### src/rtl/rca_seq_addsub.sv
// rca_seq_addsub: multi-cycle ripple-carry adder/subtractor.
// A WIDTH-bit operand pair is processed in CHUNK-bit slices, one slice per
// clock, with the inter-slice carry held in a register. Valid/ready
// handshakes on both sides. Reports carry, signed overflow, zero and
// negative flags.
// Optional build macro ALU_SAT_EN: saturate SUM to the signed limit when
// the completed operation overflows (flags cout/ovf stay unsaturated).
module rca_seq_addsub #(
    parameter int WIDTH = 8,
    parameter int CHUNK = 4
) (
    input  logic             clk,
    input  logic             rst_n,
    input  logic             in_valid,
    output logic             in_ready,
    input  logic [WIDTH-1:0] A,
    input  logic [WIDTH-1:0] B,
    input  logic             SUB,
    output logic             out_valid,
    input  logic             out_ready,
    output logic [WIDTH-1:0] SUM,
    output logic             cout,
    output logic             ovf,
    output logic             zero,
    output logic             neg
);

    localparam int NCHUNK = WIDTH / CHUNK;
    localparam int IDX_W  = (NCHUNK > 1) ? $clog2(NCHUNK) : 1;

    typedef enum logic [1:0] {
        IDLE = 2'd0,
        BUSY = 2'd1,
        DONE = 2'd2
    } state_t;

    state_t             state_q;
    logic [WIDTH-1:0]   a_q;
    logic [WIDTH-1:0]   b_q;
    logic               carry_q;
    logic [IDX_W-1:0]   idx_q;
    logic [WIDTH-1:0]   sum_q;
    logic               cout_q;
    logic               ovf_q;
    logic               zero_q;
    logic               neg_q;
    logic               out_valid_q;

    logic [CHUNK-1:0]   a_sl;
    logic [CHUNK-1:0]   b_sl;
    logic [CHUNK-1:0]   s_sl;
    logic               c_sl;
    logic               msb_cin;
    logic               ovf_d;
    logic               last_d;
    logic [WIDTH-1:0]   sum_d;
    logic [WIDTH-1:0]   final_d;

`ifdef ALU_SAT_EN
    // Signed limit in the direction of the true result: +max when A was
    // non-negative (overflow can only push a positive result past +max).
    function automatic logic signed [WIDTH-1:0] sat_limit(input logic a_msb);
        logic signed [WIDTH-1:0] lim;
        lim = {1'b1, {(WIDTH-1){1'b0}}};
        if (!a_msb) begin
            lim = ~lim;
        end
        return lim;
    endfunction
`endif

    // Slice adder for the current slice plus the assembled/final result.
    always_comb begin
        a_sl    = a_q[int'(idx_q)*CHUNK +: CHUNK];
        b_sl    = b_q[int'(idx_q)*CHUNK +: CHUNK];
        {c_sl, s_sl} = {1'b0, a_sl} + {1'b0, b_sl} + {{CHUNK{1'b0}}, carry_q};
        // Sum bit = a ^ b ^ cin, so the carry into the slice MSB falls out
        // of the MSB bits directly; on the last slice this is the carry
        // into the word MSB.
        msb_cin = a_sl[CHUNK-1] ^ b_sl[CHUNK-1] ^ s_sl[CHUNK-1];
        ovf_d   = msb_cin ^ c_sl;
        last_d  = (idx_q == IDX_W'(NCHUNK - 1));
        sum_d   = sum_q;
        sum_d[int'(idx_q)*CHUNK +: CHUNK] = s_sl;
        final_d = sum_d;
`ifdef ALU_SAT_EN
        if (ovf_d) begin
            final_d = sat_limit(a_q[WIDTH-1]);
        end
`endif
    end

    // Control FSM with registered datapath and flags.
    always_ff @(posedge clk or negedge rst_n) begin
        if (!rst_n) begin
            state_q     <= IDLE;
            a_q         <= '0;
            b_q         <= '0;
            carry_q     <= 1'b0;
            idx_q       <= '0;
            sum_q       <= '0;
            cout_q      <= 1'b0;
            ovf_q       <= 1'b0;
            zero_q      <= 1'b0;
            neg_q       <= 1'b0;
            out_valid_q <= 1'b0;
        end else begin
            case (state_q)
                IDLE: begin
                    if (in_valid) begin
                        // Subtraction as A + ~B + 1: invert B, seed carry.
                        a_q     <= A;
                        b_q     <= SUB ? ~B : B;
                        carry_q <= SUB;
                        idx_q   <= '0;
                        state_q <= BUSY;
                    end
                end
                BUSY: begin
                    carry_q <= c_sl;
                    if (last_d) begin
                        sum_q       <= final_d;
                        cout_q      <= c_sl;
                        ovf_q       <= ovf_d;
                        zero_q      <= (final_d == '0);
                        neg_q       <= final_d[WIDTH-1];
                        out_valid_q <= 1'b1;
                        state_q     <= DONE;
                    end else begin
                        sum_q <= sum_d;
                        idx_q <= idx_q + IDX_W'(1);
                    end
                end
                DONE: begin
                    if (out_ready) begin
                        out_valid_q <= 1'b0;
                        state_q     <= IDLE;
                    end
                end
                default: begin
                    state_q <= IDLE;
                end
            endcase
        end
    end

    assign in_ready  = (state_q == IDLE);
    assign out_valid = out_valid_q;
    assign SUM       = sum_q;
    assign cout      = cout_q;
    assign ovf       = ovf_q;
    assign zero      = zero_q;
    assign neg       = neg_q;

endmodule

### config.mk
export PLATFORM = sky130hd
export DESIGN_NAME = rca_seq_addsub
export DESIGN_NICKNAME = d
export VERILOG_FILES = /design/src/rtl/rca_seq_addsub.sv
export SDC_FILE = /design/constraint.sdc
export NUM_CORES = 1
export LEC_CHECK = 0
export ABC_AREA = 0
export BUFFER_PORTS_ARGS = -buffer_cell sky130_fd_sc_hd__buf_2
export CAP_MARGIN = 20
export CORE_MARGIN = 10
export CORE_UTILIZATION = 41
export CTS_CLUSTER_SIZE = 28
export DETAILED_ROUTE_END_ITERATION = 6
export PLACE_DENSITY = 0.71
export SETUP_SLACK_MARGIN = 0.1
export SLEW_MARGIN = 40
export SYNTH_ARGS = -nofsm -noshare
export SYNTH_HDL_FRONTEND = slang
export SYNTH_SLANG_ARGS = --single-unit
### constraint.sdc
create_clock -name clk -period 2.9 [get_ports clk]
set_input_delay 0.58 -clock clk [delete_from_list [all_inputs] [get_ports clk]]
set_output_delay 0.58 -clock clk [all_outputs]
set_load 0.03 [all_outputs]
# After elaboration in Yosys (flattened, before gate mapping)
# Cells that the tools add are included.
# totals
regBits	33
latch_bits	0
mem_bits_rw	0
mem_bits_ro	0
inputBits	21
out_inout_bits	14
wordCells	51
mem_count	0
# op_classes
addsub	4
n_mul	0
div	0
order_cmp	0
n_eq_ne	5
n_shift	4
mux	14
bitwise	4
n_reduce_logical	9
# ops
cell	n
$neg 3->33	1
$shift 4x33->8 const A	1
$shiftx 4x33->8	1
$shiftx 8x4->4	2
$bwmux 8	1
$logic_not 8->1	1
$mux 8	1
$not 8->8	1
$mux 2	3
$ne 2x2->1 const B	3
$pmux 1 s2	3
$pmux 2 s3	1
$reduce_and 2->1	3
$reduce_and 3->1	2
$add 4x4->5	1
$add 5x1->5	1
$mux 1	5
$reduce_bool 2->1	2
$xor 1x1->1	3
$eq 2x1->1 const B	1
$eq 2x2->1 const B	1
$logic_not 2->1	1
$add 1x1->1 const B	1

# Depth between registers and ports, before layout
# depth
depth_word	6
depth_mapped	9
mapped_depth_nobuf	8

# Worst setup path after synthesis
# OpenSTA, ideal clock, no wires.
# synth_path
path_kind	register to register
start	register idx_q
end	register ovf_q, in the netlist ovf
setup_time_ns	0.131
t_arrival_ns	2.043
t_required_ns	2.769
setup_slack_ns	0.726
stages_incl_launch_ff	10
path_buffers	1
synth_period_minus_slack_ns	2.174
cell_sequence	dfrtp_1 > buf_2 > mux2i_1 > fa_1 > inv_1 > fa_1 > a21o_1 > a21oi_1 > xor2_1 > o21ai_0
# synth_between
elab_chain_cells	5
elab_cells_between_ends	8
classes_between	add/sub (2); shift (2); bitwise (3); reduce/logical (1)
# synth_lines
item	line	source
start, declared	41	logic [IDX_W-1:0] idx_q;
start signal, assigned	131	idx_q <= idx_q + IDX_W'(1);
$shiftx 8x4->4, on equally long branches	74, 75	
$add 4x4->5	76	{c_sl, s_sl} = {1'b0, a_sl} + {1'b0, b_sl} + {{CHUNK{1'b0}}, carry_q};
$add 5x1->5	76	
$xor 1x1->1	80	msb_cin = a_sl[CHUNK-1] ^ b_sl[CHUNK-1] ^ s_sl[CHUNK-1];
$xor 1x1->1	81	ovf_d = msb_cin ^ c_sl;
end signal, assigned	124	ovf_q <= ovf_d;
end, declared	44	logic ovf_q;
# Parallel ways exist; a longest one is shown, timed or not.
# A chain may end at the register's enable or synchronous reset.

# Final worst setup path
# Ends and elaborated chain as after synthesis.

==> flow_summary.json <==
{
  "switching_share": 0.415,
  "synth-simple-area-share": 0.0994,
  "drtPass1Iterations": 4,
  "endpoint_kind": "flip-flop",
  "slew_viol_final": 0,
  "yosys.area.top_type": "dfrtp_1",
  "placed_cells": 213,
  "worst_setup_path_start_kind": "flip-flop",
  "n_antenna_cell": 0,
  "post-cts-setup-buffers": 0,
  "ir_worst_vdd_v": 0.000672,
  "finalSetupTns_ns": 0,
  "drc": 0,
  "synthTopCellsByArea": "dfrtp_1 53%, mux2_2 11%, xnor2_1 5.6%, a21oi_1 3.8%, nand2_1 3.6%",
  "slew_headroom": 0.515,
  "route.detailed.wl_per_inst_um": 14.1,
  "grt_max_degree": 34,
  "place_congestion": 0.921,
  "ys_seq_area_frac": 0.529,
  "synth_area_um2": 1560,
  "instances_no_fill": 221,
  "p_sw_mw": 1.10,
  "die-area_um2": 6670,
  "cp_max_fo": 12,
  "core_um2": 3660,
  "synth_top_family_by_area": "multiplexers",
  "yosys_register_bits": 33,
  "final_area_um2": 1870,
  "rsz0062_at_grt": "no",
  "met1_length_um": 1350,
  "die_h_um": 81.7,
  "avgSynthCellArea_um2": 11.5,
  "clock_path_buffers": 2,
  "htreeDepth": 2,
  "path_class": "flip-flop to flip-flop",
  "area_growth_pct": 20.0,
  "hold_class": "input port to async pin",
  "place_area_um2": 1760,
  "grt_pass1_wl_um": 5150,
  "routed_wl_um": 3120,
  "timing.rr.start": "idx_q",
  "synth_edf_count": 0,
  "die_w_um": 81.7,
  "crit_start": "idx_q",
  "synthCells": 136,
  "insertion_delay_ns": 0.28,
  "drv_cap": 0,
  "worst_clock_skew_ns": 0.00352,
  "cts_buffers": 5,
  "cp_data_required_time_ns": 3.04,
  "io_buffers": 34,
  "drive_above_1_share": 0.353,
  "synthDominantCellAreaShare": 0.529,
  "post-route-period-util": 0.861,
  "p_per_area_nw_per_um2": 1410,
  "setup_violations": 0,
  "ys_async_sr_fraction": 1.00,
  "cts.sinks": 33,
  "synth_flop_cell": "dfrtp_1",
  "grt-ovfl-total": 0,
  "ant_nets": 0,
  "hold_viol_final": 0,
  "syn-num-nets": 162,
  "grt_use_total": 0.101,
  "ys_warn_count": 0,
  "fillers": 335,
  "power_frac_seq": 0.323,
  "reg2reg_depth": 8,
  "status": "complete, no violations",
  "rows": 22,
  "synthMuxAreaShare": 0.131,
  "first_iter_violations": 63,
  "p_int_mw": 1.54,
  "nets": 198,
  "fin_util": 0.511,
  "power_frac_clock": 0.166,
  "synth-adder-area-share": 0.0497,
  "vias": 1057,
  "min_period_ns": 2.50,
  "cts_root_buffer": "clkbuf_8",
  "comb_power_share": 0.511,
  "synth-xor-area-share": 0.0617,
  "top_layer": "met4",
  "dp_hpwl_um": 2450,
  "setup_ws_ns": 0.402,
  "p_leak_nw": 0.865,
  "cts_tree": "done",
  "grt_pass1_vias": 1104,
  "synth_cell_type_count": 30,
  "fmax_ghz": 0.400,
  "r2r_end": "ovf",
  "pre_cts_slack_ns": 0.366,
  "met3_length_um": 309,
  "vias_per_cell": 4.78,
  "wl_met2_um": 1450,
  "cts-resized-gates": 0,
  "tightestPinTransition_ns": 0.727,
  "io_pins": 35,
  "start_util": 0.426,
  "holdBufCountCts": 0,
  "antenna_found_initial": 0,
  "rrSetupSlack_ns": 0.40,
  "path_clk_slew_ns": 0.06,
  "synth_compound_area_frac": 0.0946,
  "crit_arrival_ns": 2.64
}
[sequential cells by signal (all words and copies together) (netlist names)]
name / count
SUM: 8
a_q: 8
b_q: 8
carry_q: 1
cout: 1
idx_q: 1
neg: 1
out_valid: 1
ovf: 1
state_q: 2
zero: 1
[placed cells by master (no fill, tap or decap), types with 3 or more instances in the layout]
cell / n
ha_1: 3
clkbuf_8: 6
a21oi_1: 12
inv_1: 3
nand2_1: 15
buf_2: 34
nor2_1: 10
xnor2_1: 10
mux2_2: 15
o21ai_0: 10
dfrtp_1: 33
[critical path: stages (launching register included)]
cell	delay [ns]
dfrtp_1	0.62
mux2i_1	0.32
fa_1	0.23
inv_1	0.06
fa_1	0.40
a21o_1	0.19
a21oi_1	0.27
xor2_1	0.17
o21ai_0	0.09
[cell usage after synthesis (2+ instances only)]
cell type,number
xnor2_1,10
ha_1,3
dfrtp_1,33
mux2i_1,2
a21oi_1,12
o21ai_0,10
fa_1,2
buf_6,2
nor2_1,10
mux2_2,15
inv_1,3
clkbuf_1,2
nand2_1,15
[power groups by stage]
| stage | logic (mW) | clock network, mW | registers [mW] |
|---|---|---|---|
| after detailed placement | 1.37 | 0 | 0.860 |
| after global routing | 1.50 | 0.486 | 0.885 |
| final | 1.35 | 0.439 | 0.853 |
| after floorplan | 0.921 | 0 | 0.967 |
| after CTS | 1.38 | 0.454 | 0.854 |
| after global placement | 1.31 | 0 | 0.852 |
[routing by layer]
metal | up-vias | track usage
li1 | 529 | -
met1 | 495 | 0.120
met2 | 31 | 0.150
met3 | 2 | 0.0655
met4 | 0 | 0.0204
met5 | - | 0
[worst max-delay path by stage]
stage | endpoint | slack, ns | cells after the start
final | ovf | 0.40 | 8
after global routing | ovf | 0.23 | 8
after CTS | ovf | 0.36 | 8
after detailed placement | ovf | 0.37 | 8
after global placement | ovf | 0.57 | 8
after floorplan | ovf | 0.73 | 9
[metrics by stage]
step	power, mW	hold slack, ns
floorplan	1.89	0.284
global placement	2.16	0.459
detailed placement	2.23	0.476
CTS	2.68	0.367
global route	2.87	0.387
finish	2.64	0.352
[final cells by class]
class / count / area [um^2] / share of cell area
repair buffers: 35 / 178 / 0.0949
clock buffers: 7 / 86.3 / 0.0461
well taps: 48 / 60.1 / 0.0321
flip-flops and latches: 33 / 826 / 0.441
clock inverters: 1 / 30.0 / 0.0160
multi-input cells: 94 / 681 / 0.364
inverters: 3 / 11.3 / 0.00602
[logic make-up after synthesis]
group	Yosys count
DFF	33
buffers and inverters	9
and+or+nand+nor	33
xor gates and xnor gates	11
AOI/OAI and AO/OA	27
muxes	18
adders and majority gates	5
(Power assumes the default switching activity.)
